===== src/rtl/logic_unit_arbiter.sv =====
// Two-requester round-robin bitwise logic unit (AND/OR/XOR/NOR) with one result register; LOGIC_ARB_GRANT_CNT_EN adds per-requester grant counters.
// Latency: result visible exactly 1 cycle after acceptance; full throughput when the consumer keeps res_ready high.
// Backpressure: reqN_ready is combinational and drops whenever the result register is full and res_ready is low.
module logic_unit_arbiter (
  input  logic        clk,
  input  logic        reset,
  input  logic        req0_valid,
  output logic        req0_ready,
  input  logic [31:0] req0_a,
  input  logic [31:0] req0_b,
  input  logic [1:0]  req0_op,
  input  logic        req1_valid,
  output logic        req1_ready,
  input  logic [31:0] req1_a,
  input  logic [31:0] req1_b,
  input  logic [1:0]  req1_op,
  output logic        res_valid,
  input  logic        res_ready,
  output logic [31:0] res_data,
  output logic        res_id
`ifdef LOGIC_ARB_GRANT_CNT_EN
  ,
  output logic [15:0] grant_cnt0,
  output logic [15:0] grant_cnt1
`endif
);

  typedef enum logic {EMPTY = 1'b0, FULL = 1'b1} state_t;

  state_t      state;
  state_t      state_nxt;
  logic        last_grant;
  logic        gnt_vld;
  logic        gnt_id;
  logic        can_accept;
  logic        accept;
  logic [31:0] sel_a;
  logic [31:0] sel_b;
  logic [1:0]  sel_op;
  logic [31:0] op_result;

  function automatic logic [31:0] bit_op(input logic [31:0] a, input logic [31:0] b,
                                         input logic [1:0] op);
    logic [31:0] r;
    case (op)
      2'b00:   r = a & b;
      2'b01:   r = a | b;
      2'b10:   r = a ^ b;
      default: r = ~(a | b);
    endcase
    return r;
  endfunction

  // On a tie the requester that did not win last time is served.
  always_comb begin
    gnt_vld = 1'b0;
    gnt_id  = 1'b0;
    if (req0_valid && req1_valid) begin
      gnt_vld = 1'b1;
      gnt_id  = ~last_grant;
    end else if (req0_valid) begin
      gnt_vld = 1'b1;
      gnt_id  = 1'b0;
    end else if (req1_valid) begin
      gnt_vld = 1'b1;
      gnt_id  = 1'b1;
    end
  end

  always_comb begin
    sel_a     = gnt_id ? req1_a  : req0_a;
    sel_b     = gnt_id ? req1_b  : req0_b;
    sel_op    = gnt_id ? req1_op : req0_op;
    op_result = bit_op(sel_a, sel_b, sel_op);
  end

  // Gating with reset keeps any handshake from completing while reset is held.
  always_comb begin
    state_nxt  = state;
    can_accept = ~reset & ((state == EMPTY) | res_ready);
    accept     = gnt_vld & can_accept;
    req0_ready = accept & ~gnt_id;
    req1_ready = accept & gnt_id;
    if (accept) begin
      state_nxt = FULL;
    end else if (state == FULL && res_ready) begin
      state_nxt = EMPTY;
    end
  end

  always_ff @(posedge clk or posedge reset) begin
    if (reset) begin
      state <= EMPTY;
    end else begin
      state <= state_nxt;
    end
  end

  always_ff @(posedge clk or posedge reset) begin
    if (reset) begin
      res_data   <= 32'd0;
      res_id     <= 1'b0;
      last_grant <= 1'b1;
    end else if (accept) begin
      res_data   <= op_result;
      res_id     <= gnt_id;
      last_grant <= gnt_id;
    end
  end

  assign res_valid = (state == FULL);

`ifdef LOGIC_ARB_GRANT_CNT_EN
  always_ff @(posedge clk or posedge reset) begin
    if (reset) begin
      grant_cnt0 <= 16'd0;
      grant_cnt1 <= 16'd0;
    end else begin
      if (req0_ready && req0_valid && grant_cnt0 != 16'hFFFF) begin
        grant_cnt0 <= grant_cnt0 + 16'd1;
      end
      if (req1_ready && req1_valid && grant_cnt1 != 16'hFFFF) begin
        grant_cnt1 <= grant_cnt1 + 16'd1;
      end
    end
  end
`else
  // Grant counters are compiled out in this build.
`endif

endmodule

===== config.mk =====
export PLATFORM = sky130hd
export DESIGN_NAME = logic_unit_arbiter
export DESIGN_NICKNAME = d
export VERILOG_FILES = /design/src/rtl/logic_unit_arbiter.sv
export SDC_FILE = /design/constraint.sdc
export NUM_CORES = 1
export LEC_CHECK = 0
export BUFFER_PORTS_ARGS = -buffer_cell sky130_fd_sc_hd__clkbuf_2
export CAP_MARGIN = 10
export CORE_MARGIN = 2
export CORE_UTILIZATION = 33
export CTS_CLUSTER_SIZE = 12
export DETAILED_ROUTE_END_ITERATION = 6
export PLACE_DENSITY = 0.67
export REMOVE_ABC_BUFFERS = 1
export SLEW_MARGIN = 30
export SYNTH_ARGS = -nofsm -noshare
export SYNTH_HDL_FRONTEND = slang
export SYNTH_SLANG_ARGS = --single-unit

===== constraint.sdc =====
create_clock -name clk -period 2.23 [get_ports clk]
set_input_delay 0.3345 -clock clk [delete_from_list [all_inputs] [get_ports clk]]
set_output_delay 0.3345 -clock clk [all_outputs]
set_load 0.03 [all_outputs]

# Yosys cells after proc, flatten, opt, wreduce, memory -nomap -nowiden
# Cells that the tools add are included.
[op_classes]
n_bitwise = 13
n_mux = 11
reduce_logical = 4
eq_ne = 2
[ops]
columns = ["op", "count"]
rows = [
  ["case mux 32 bit (3 select lines)", 1],
  ["two-way mux 32 bit", 2],
  ["AND 32 bit", 1],
  ["inverter 32 bit", 1],
  ["OR 32 bit", 1],
  ["bitwise XOR 32 bit", 1],
  ["two-way mux 1 bit", 7],
  ["AND 1 bit", 4],
  ["inverter 1 bit", 4],
  ["equality test 2 x 1 -> 1 bit (second input constant)", 1],
  ["equality test 2 bit (second input constant)", 1],
  ["logical AND 1 bit", 2],
  ["logical NOT 2 bit", 1],
  ["two-way mux 2 bit", 1],
  ["nonzero test 2 bit", 1],
  ["OR 1 bit", 1],
]
[totals]
regBits = 35
elab_cells = 34
in_bits = 137
output_inout_bits = 36

# Depth between registers and ports, before layout
# Gate-level depths: netlist (run 1).
[logic_depth]
ltp_word = 7
ltp_mapped = 10
mapped_depth_nobuf = 8

# Least setup slack after synthesis (run 1)
# Ideal clock, no wire load.
[synth_path]
kind = "reg-to-reg"
startpoint = "register last_grant"
endpoint = "register res_data[18]"
t_required_ps = 2144
t_arrival_ps = 2030
n_path_buf = 2
synth_period_minus_slack_ps = 2116
setup_time_ps = 86
stages_incl_launch_ff = 9
path_slack_ps = 114
path_cell_list = "dfstp_2 a21bo_2 buf_2 buf_2 mux2i_1 ha_1 xnor2_1 o221ai_1 a32oi_2"
[synth_via]
elab_chain_len = 6
elab_cells_between_ends = 13
cone_classes = "eq/ne (2); mux (5); bitwise (5); reduce/logical (1)"
[synth_lines]
columns = ["element", "line_no", "text"]
rows = [
  ["start, declared", "32", "logic last_grant;"],
  ["start signal, assigned", "107", "last_grant <= gnt_id;"],
  ["inverter 1 bit (*)", "60", "gnt_id = ~last_grant;"],
  ["two-way mux 1 bit (*)", "58", "if (req0_valid && req1_valid) begin"],
  ["two-way mux 32 bit, on equally long branches", "71, 72", ""],
  ["OR 32 bit", "47, 49", ""],
  ["inverter 32 bit", "49", "default: r = ~(a | b);"],
  ["case mux 32 bit (3 select lines) (*)", "45", "case (op)"],
  ["end signal, assigned", "105", "res_data <= op_result;"],
  ["end, declared", "19", "output logic [31:0] res_data,"],
]
# Every way passes the cells marked *; elsewhere a longest branch is shown, timed or not.
# A chain may end at the register's enable or synchronous reset.

# Worst setup path after layout (run 1)
[layout_path]
startpoint = "register last_grant"
endpoint = "register res_data[19]"
# Same word-level chain as after synthesis.

==> qor.txt, run 1 <==
CP Launch Type: flip-flop
Clock latency on the worst-skew pair: 0.28 ns
Area grow syn2layout: 28.73%
Cell family contributing the most delay on the critical path: flip-flops
Design area: 5971 um2
Pwr Density: 564.7 nW/um2
WS Path Type: reg -> reg
CTS clk-pin slew, worst paths: 0.06 ns
Worst-case reg-to-reg path depth: 7
Worst-Margin Slew: 0.8267 ns
Tmin final: 2.112 ns
Initial antenna violation count: 0
Clk sink count: 35
I/O pin total: 173
Sequential element share of the synthesized area: 18.91%
Largest net degree at the start of global routing: 36
N_diodes: 0
CTS Buf Count: 5
Clock buffer depth: 2
First drt pass iteration count: 4
Global route overflow: 0
Max Clock Skew: 0.004959 ns
Setup TNS: 0 ns
Core Region: 13830 um2
Max VDD drop: 238.1 uV
Register-to-register setup slack: 0.12 ns
Critical Path Fanout Max: 25
Routed vias/inst: 4.731
Max Fclk: 0.4736 GHz
Placement Cell Area: 5778 um2
Input/output buffers: 172
Total GRT Usage: 17.06%
Placed cells: 903
Fin nets: 934
DRT antenna net count: 0
Number of global-route vias before repair: 4125
Leak pwr: 3.143 nW
Mapped cell area: 4638 um2
Setup-failing EPs final: 0
First-pass GRT wire length: 20190 um
Initial Util: 33.54%
Yosys Warn Count: 0
DRT Wirelength: 12560 um
Core Rows: 43
Dpl hpwl: 9210 um
Max incr delay on CP: 0.57 ns
Slew HR: 44.89%
R2R Path End: res_data[19]$_DFFE_PP0P_
Synth cell types: 24
Synthesized flop and latch total: 35
Final Hold Vio Count: 0
Layout cells sized above 1: 33.38%
Vias: 4324
Initial DRC count: 187
Cts hold-fix bufs: 0
Period utilization: 94.69%
DIE HEIGHT: 122.6 um
CP Capture Type: flip-flop
Detailed-route wire length per cell: 13.74 um
RSZ-0062 raised after global routing: true
Max-slew violations: 0
Worst EP arrival: 2.31 ns
Critical-path cell list: a21bo_4 > buf_12 > mux2i_2 > ha_2 > xnor2_1 > o221ai_1 > a32oi_2
CP required: 2.42 ns
Worst path slowest cell: dfstp_2
Status: completed
Post-Syn Instances: 574
Final RePlAce weighted congestion: 0.7375
Die area: 15020 um2
Tot Pwr: 3.372 mW
Root Buffer: clkbuf_16
CTS tree: done
Die span in x: 122.6 um
H-tree depth: 2
Max-cap violations: 0
Syn Area/Cell: 8.080 um2
CP bufs+invs: 1
Worst Hold Class: in -> async
Reg2reg start: last_grant$_DFFE_PP1P_
Min Hold Slack: 0.1974 ns
DRC Markers: 0
Post-Layout Cell Count: 914
-- cells by family after synthesis --
group	synth area share, %
compound gates	18.05
xor+xnor	12.09
fa+ha+maj	17.26
buf+inv	9.711
flops	18.91
mux	7.445
simple gates	16.54
-- synthesized netlist by cell type, drive strengths merged --
cell | count | share of area [%]
a21o | 2 | 0.32
nand2 | 195 | 16
dfrtp | 34 | 18
a32oi | 32 | 11
o221ai | 32 | 6.0
dfstp | 1 | 0.57
a21boi | 1 | 0.40
nor2 | 2 | 0.16
ha | 64 | 17
nand2b | 2 | 0.27
nor2b | 1 | 0.13
o21bai | 1 | 0.16
xnor2 | 64 | 12
and3 | 1 | 0.13
mux2 | 1 | 0.32
clkbuf | 20 | 1.6
inv | 65 | 5.3
buf | 22 | 2.8
a21bo | 1 | 0.22
mux2i | 33 | 7.1
-- per-layer routing --
metal	vias to the layer above	wire, um	global-route usage, %
li1	2209	-	-
met5	-	0	0
met4	0	78	2.874
met2	120	6294	30.94
met3	9	642	2.788
met1	1986	5547	21.44
-- metrics by stage --
step	utilization, %	worst slack (ns)
finish	43.18	0.1184
global route	43.18	-0.02171
CTS	42.95	0.04394
detailed placement	41.79	0.002964
global placement	41.79	0.03630
floorplan	-	-1.321
-- sequential cells by signal, summed over array words and instances (netlist names) --
signal,cells
res_data,32
last_grant,1
res_id,1
res_valid,1
-- where the power goes --
part / internal (mW) / switching [mW]
clock: 0.476 / 0.273
combinational: 0.704 / 1.05
sequential: 0.775 / 0.0900
-- worst max path at each step --
stage	from	end	cells past startpoint
global placement	last_grant$_DFFE_PP1P_	res_data[25]$_DFFE_PP0P_	7
CTS	last_grant$_DFFE_PP1P_	res_data[31]$_DFFE_PP0P_	7
floorplan	last_grant$_DFFE_PP1P_	res_data[16]$_DFFE_PP0P_	4
detailed placement	last_grant$_DFFE_PP1P_	res_data[25]$_DFFE_PP0P_	7
global route	last_grant$_DFFE_PP1P_	res_data[30]$_DFFE_PP0P_	7
finish	last_grant$_DFFE_PP1P_	res_data[19]$_DFFE_PP0P_	7
-- placed cells by master (no fill, tap or decap), drive strengths merged --
master and instances:
nand2 195, buf 22, dfrtp 34, mux2 1, nand2b 2, a21o 2, a32oi 32, mux2i 33
ha 64, a21boi 1, o21bai 1, and3 1, nor2b 1, nor2 2, clkbuf 180, a21bo 1
inv 65, o221ai 32, dfstp 1, xnor2 64
-- layout make-up --
cell class              instances  area (um2)
well taps                     180       225.2
flip-flops and latches         35       877.1
clock buffers                   8       156.4
inverters                      65       244.0
multi-input cells             432        3354
repair buffers                194        1114
fillers                      1412        7856
-- repair_timing --
| item | CTS | global route |
|---|---|---|
| gates resized for setup | 1 | 3 |
| endpoints found under the hold margin | 0 | 0 |
| setup endpoints to repair | 1 | 27 |
| buffers inserted | 0 | 3 |
| pin swaps | 0 | 1 |
(Power assumes the default switching activity.)
==> run 2, diff against run 1 <==
--- a/config.mk
+++ b/config.mk
@@ -5,13 +5,14 @@
 export SDC_FILE = /design/constraint.sdc
 export NUM_CORES = 1
 export LEC_CHECK = 0
-export BUFFER_PORTS_ARGS = -buffer_cell sky130_fd_sc_hd__clkbuf_2
 export CAP_MARGIN = 10
 export CORE_MARGIN = 2
 export CORE_UTILIZATION = 33
 export CTS_CLUSTER_SIZE = 12
 export DETAILED_ROUTE_END_ITERATION = 6
-export PLACE_DENSITY = 0.67
+export DONT_BUFFER_PORTS = 1
+export GPL_TIMING_DRIVEN = 0
+export PLACE_DENSITY = 0.56
 export REMOVE_ABC_BUFFERS = 1
 export SLEW_MARGIN = 30
 export SYNTH_ARGS = -nofsm -noshare
==> qor.txt, run 2 (synthesis gave the netlist of run 1 again) <==
Worst-Margin Slew: 0.4942 ns (-0.3325 ns)
Most common cell after layout, fill and taps aside: nand2_1
Dpl hpwl: 8886 um (-3.5%)
Period utilization: 96.34% (+1.6 points)
CP Launch Type: flip-flop
Layout cells sized above 1: 14.46% (-19 points)
WS Path Type: reg -> reg
Tot Pwr: 3.209 mW (-4.8%)
Total GRT Usage: 17.85% (+0.79 points)
Tmin final: 2.148 ns (+0.03678 ns)
Initial DRC count: 230 (+23%)
Area grow syn2layout: 13.73%
Die area: 15020 um2 (unchanged)
Vias: 3890 (-10%)
Routed vias/inst: 5.257 (+11%)
Worst hold path cell count: 2
DIE HEIGHT: 122.6 um (unchanged)
N_diodes: 0 (unchanged)
Max reg flops: 32 (unchanged)
Max-cap violations: 0 (unchanged)
Met1 wire length: 6039 um (+8.9%)
CTS tree: done
Pwr Density: 608.4 nW/um2 (+7.7%)
Critical Path Fanout Max: 18 (-28%)
Final Hold Vio Count: 0 (unchanged)
Most flops, register: res_data
RSZ-0062 raised after global routing: true
Root Buffer: clkbuf_16
H-tree depth: 2 (unchanged)
Input/output buffers: 0 (-100%)
Largest net degree at the start of global routing: 36 (unchanged)
Max-slew violations: 0 (unchanged)
Clk sink count: 35 (unchanged)
Worst Hold Class: in -> reg
Worst slack, placed: -0.4924 ns (-0.4953 ns)
Max incr delay on CP: 0.60 ns (+0.03 ns)
First drt pass iteration count: 4 (unchanged)
Setup TNS: 0 ns (unchanged)
DRC Markers: 0 (unchanged)
Worst setup margin: 0.08163 ns (-0.03678 ns)
Clock buffer depth: 2 (unchanged)
Number of global-route vias before repair: 3910 (-5.2%)
Cell family contributing the most delay on the critical path: flip-flops
Clock latency on the worst-skew pair: 0.28 ns (about the same)
Detailed-route wire length per cell: 18.52 um (+35%)
Core Rows: 43 (unchanged)
CP Capture Type: flip-flop
Global route overflow: 0 (unchanged)
CP bufs+invs: 1 (unchanged)
Met3 WL: 817 um (+27%)
Core Region: 13830 um2 (unchanged)
Setup-failing EPs final: 0 (unchanged)
Status: completed
Levels on crit path: 7 (unchanged)
Fin nets: 760 (-19%)
CTS clk-pin slew, worst paths: 0.06 ns (about the same)
Initial antenna violation count: 0 (unchanged)
Max VDD drop: 329.1 uV (+38%)
Worst path slowest cell: dfstp_2
Max Clock Skew: 0.001677 ns (-0.003282 ns)
Initial Util: 33.54% (unchanged)
Register-to-register setup slack: 0.08 ns (-0.04 ns)
CTS Buf Count: 5 (unchanged)
Final RePlAce weighted congestion: 0.7163 (-2.9%)
Worst EP arrival: 2.35 ns (+0.04 ns)
DRT Wirelength: 13710 um (+9.1%)
First-pass GRT wire length: 20550 um (+1.8%)
CP required: 2.43 ns (about the same)
Critical-path cell list: a21bo_4 > buf_12 > mux2i_1 > ha_1 > xnor2_1 > o221ai_1 > a32oi_2
Met2 Wirelength: 6768 um (+7.5%)
Max Fclk: 0.4655 GHz (-1.7%)
Worst-case reg-to-reg path depth: 7 (unchanged)
I/O pin total: 173 (unchanged)
Die span in x: 122.6 um (unchanged)
Most frequent cells in the layout: 193 x nand2_1, 64 x xnor2_1, 64 x inv_1
Slew HR: 67.02% (+22 points)
Fillers: 1394 (-1.3%)
Max layer used: met4
Leak pwr: 2.460 nW (-22%)
DRT antenna net count: 0 (unchanged)
run 2: layout make-up:
| cell class | count | area, um2 | share of cell area (%) |
|---|---|---|---|
| multi-input cells | 434 | 3435 | 65.11 |
| flip-flops and latches | 35 | 877.1 | 16.63 |
| repair buffers | 18 | 337.8 | 6.404 |
| inverters | 65 | 244.0 | 4.625 |
| well taps | 180 | 225.2 | 4.269 |
| clock buffers | 8 | 156.4 | 2.965 |
run 2: per-layer routing:
layer	vias up	global-route usage (%)
met4	0	3.592
li1	1873	-
met1	1893	22.40
met3	8	3.950
met2	116	31.35
met5	-	0
run 2: worst paths after layout:
kind	start	end
max	last_grant$_DFFE_PP1P_	res_data[9]$_DFFE_PP0P_
min	req1_valid	res_valid$_DFFE_PP0P_
max reg2reg	last_grant$_DFFE_PP1P_	res_data[9]$_DFFE_PP0P_
min reg2reg	res_data[14]$_DFFE_PP0P_	res_data[14]$_DFFE_PP0P_
max in group asynchronous	reset	res_data[20]$_DFFE_PP0P_
min in group asynchronous	reset	res_valid$_DFFE_PP0P_
run 2: through the flow:
step / cell area [um2] / utilization (%) / instances / hold slack (ns)
after floorplan: 4432 / - / 532 / 0.4881
after global placement: 4657 / 33.68 / 712 / 0.5025
after detailed placement: 4866 / 35.19 / 719 / 0.2680
after CTS: 5164 / 37.35 / 736 / 0.2671
after global routing: 5275 / 38.15 / 740 / 0.3025
final: 5275 / 38.15 / 740 / 0.2921
run 2: where the power goes:
part	total, mW	internal [mW]	switching [mW]
sequential	1.17	0.771	0.395
clock	0.766	0.477	0.289
combinational	1.28	0.584	0.694
total	3.21	1.83	1.38
run 2: timing repair:
item                                   4_1_cts  5_1_grt
resized for setup                            5       14
endpoints found under the hold margin       16        0
buffers inserted                             6        3
setup endpoints to repair                   34       29
pin swaps                                    4        1
hold buffers                                 1        0
gates cloned                                 2        1
==> run 3, diff against run 2 <==
==> constraint.sdc (replaced) <==
create_clock -name clk -period 2.23 [get_ports clk]
set_input_delay 0.3345 -clock clk [delete_from_list [all_inputs] [get_ports clk]]
set_output_delay 0.3345 -clock clk [all_outputs]
set_load 0.05 [all_outputs]
==> qor.txt, run 3 (synthesis gave the netlist of run 1 again) <==
Status: completed
Met3 WL: 958 um (+17%)
Fin nets: 761 (+0.13%)
Max VDD drop: 355.8 uV (+8.1%)
Max incr delay on CP: 0.60 ns (about the same)
Final Hold Vio Count: 0 (unchanged)
Input/output buffers: 0 (unchanged)
H-tree depth: 2 (unchanged)
Setup-failing EPs final: 0 (unchanged)
Critical Path End: res_data[6]$_DFFE_PP0P_
Largest net degree at the start of global routing: 36 (unchanged)
Leak pwr: 2.456 nW (-0.17%)
N_diodes: 0 (unchanged)
Dpl hpwl: 8894 um (about the same)
Initial Util: 33.54% (unchanged)
Die span in x: 122.6 um (unchanged)
Core Rows: 43 (unchanged)
Initial DRC count: 172 (-25%)
First drt pass iteration count: 4 (unchanged)
Worst path slowest cell: dfstp_2
R2R Path End: res_data[6]$_DFFE_PP0P_
Global route overflow: 0 (unchanged)
Clock latency on the worst-skew pair: 0.28 ns (about the same)
Max reg flops: 32 (unchanged)
Layout cells sized above 1: 16.76% (+2.3 points)
Worst-case reg-to-reg path depth: 7 (unchanged)
Total GRT Usage: 18.10% (+0.25 points)
Core Region: 13830 um2 (unchanged)
Tot Pwr: 3.462 mW (+7.9%)
Met1 wire length: 6117 um (+1.3%)
Initial antenna violation count: 0 (unchanged)
Detailed-route wire length per cell: 18.86 um (+1.8%)
Placement Cell Area: 4868 um2 (about the same)
CP bufs+invs: 1 (unchanged)
Number of global-route vias before repair: 3929 (+0.49%)
Setup TNS: 0 ns (unchanged)
Design area: 5366 um2 (+1.7%)
Worst-Margin Slew: 0.5746 ns (+0.08046 ns)
Worst EP arrival: 2.33 ns (-0.02 ns)
DRT antenna net count: 0 (unchanged)
Critical Path Fanout Max: 17 (-1)
DRC Markers: 0 (unchanged)
CTS clk-pin slew, worst paths: 0.06 ns (about the same)
Cell family contributing the most delay on the critical path: flip-flops
Routed vias/inst: 5.291 (+0.66%)
Clock buffer depth: 2 (unchanged)
DIE HEIGHT: 122.6 um (unchanged)
Levels on crit path: 7 (unchanged)
DRT Wirelength: 13980 um (+2.0%)
Worst setup margin: 0.09888 ns (+0.01725 ns)
CTS Buf Count: 5 (unchanged)
Min Hold Slack: 0.2881 ns (-0.004073 ns)
CP Launch Type: flip-flop
Register-to-register setup slack: 0.1 ns (+0.02 ns)
Worst Hold Class: in -> reg
Max-cap violations: 0 (unchanged)
Period utilization: 95.57% (-0.77 points)
CP required: 2.43 ns (about the same)
Met2 Wirelength: 6812 um (+0.65%)
Most frequent cells in the layout: 193 x nand2_1, 64 x xnor2_1, 64 x inv_1
Worst slack, placed: -0.4961 ns (-0.003752 ns)
Tmin final: 2.131 ns (-0.01725 ns)
First-pass GRT wire length: 20890 um (+1.6%)
Root Buffer: clkbuf_16
CP Capture Type: flip-flop
Die area: 15020 um2 (unchanged)
Max Fclk: 0.4692 GHz (+0.81%)
Max layer used: met4
Slew HR: 61.69% (-5.3 points)
Pwr Density: 645.1 nW/um2 (+6.0%)
CTS tree: done
WS Path Type: reg -> reg
Max Clock Skew: 0.002466 ns (+0.0007888 ns)
Critical path startpoint: last_grant$_DFFE_PP1P_
Max-slew violations: 0 (unchanged)
I/O pin total: 173 (unchanged)
Clk sink count: 35 (unchanged)
Reg2reg start: last_grant$_DFFE_PP1P_
Area grow syn2layout: 15.70%
Vias: 3921 (+0.80%)
Most common cell after layout, fill and taps aside: nand2_1
Critical-path cell list: a21bo_4 > clkbuf_16 > mux2i_1 > ha_1 > xnor2_1 > o221ai_1 > a32oi_2
Most flops, register: res_data
Final RePlAce weighted congestion: 0.7163 (unchanged)
RSZ-0062 raised after global routing: true
-- run 3: report_power, final --
part	internal, mW	leakage [nW]	switching, mW
logic	0.606	1.95	0.712
clock network	0.477	0.0772	0.296
registers	0.765	0.426	0.606
-- run 3: area by class of cell --
cell class | count | area, um2
Tap cell | 180 | 225.2
Multi-Input combinational cell | 434 | 3500
Fill cell | 1382 | 8461
Sequential cell | 35 | 878.3
Inverter | 65 | 244.0
Timing Repair Buffer | 19 | 362.8
Clock buffer | 8 | 156.4
-- run 3: what timing repair did --
| action | CTS | global route |
|---|---|---|
| gates resized for setup | 6 | 28 |
| cloned | 2 | 2 |
| endpoints found under the setup margin | 34 | 28 |
| hold endpoints to repair | 16 | 0 |
| setup buffers | 8 | 1 |
| hold buffers | 1 | 0 |
| pin swaps | 5 | 3 |
-- run 3: metrics by stage --
stage / utilization (%) / cells
6_report: 38.81 / 741
5_1_grt: 38.81 / 741
4_1_cts: 37.53 / 738
3_5_place_dp: 35.21 / 719
3_3_place_gp: 33.68 / 712
2_1_floorplan: - / 532
-- run 3: worst min path at each step --
stage / endpoint / depth (start not counted) / start / slack [ns]
2_1_floorplan: res_data[0]$_DFFE_PP0P_ / 1 / reset / 0.49
3_5_place_dp: res_valid$_DFFE_PP0P_ / 1 / reset / 0.27
6_report: res_valid$_DFFE_PP0P_ / 2 / req1_valid / 0.29
4_1_cts: res_valid$_DFFE_PP0P_ / 2 / req1_valid / 0.28
3_3_place_gp: res_valid$_DFFE_PP0P_ / 2 / req1_valid / 0.50
5_1_grt: res_valid$_DFFE_PP0P_ / 2 / req1_valid / 0.30
-- run 3: metal layers --
metal,global-route usage (%),vias up
met4,3.520,0
li1,-,1872
met2,31.53,134
met3,3.810,10
met5,0,-
met1,23.11,1905
-- run 3: worst register-to-register path, cell delays in order (launching register included) --
cell and delay, ns:
dfstp_2 0.60, a21bo_4 0.24, clkbuf_16 0.22, mux2i_1 0.28, ha_1 0.25, xnor2_1 0.13
o221ai_1 0.16, a32oi_2 0.19
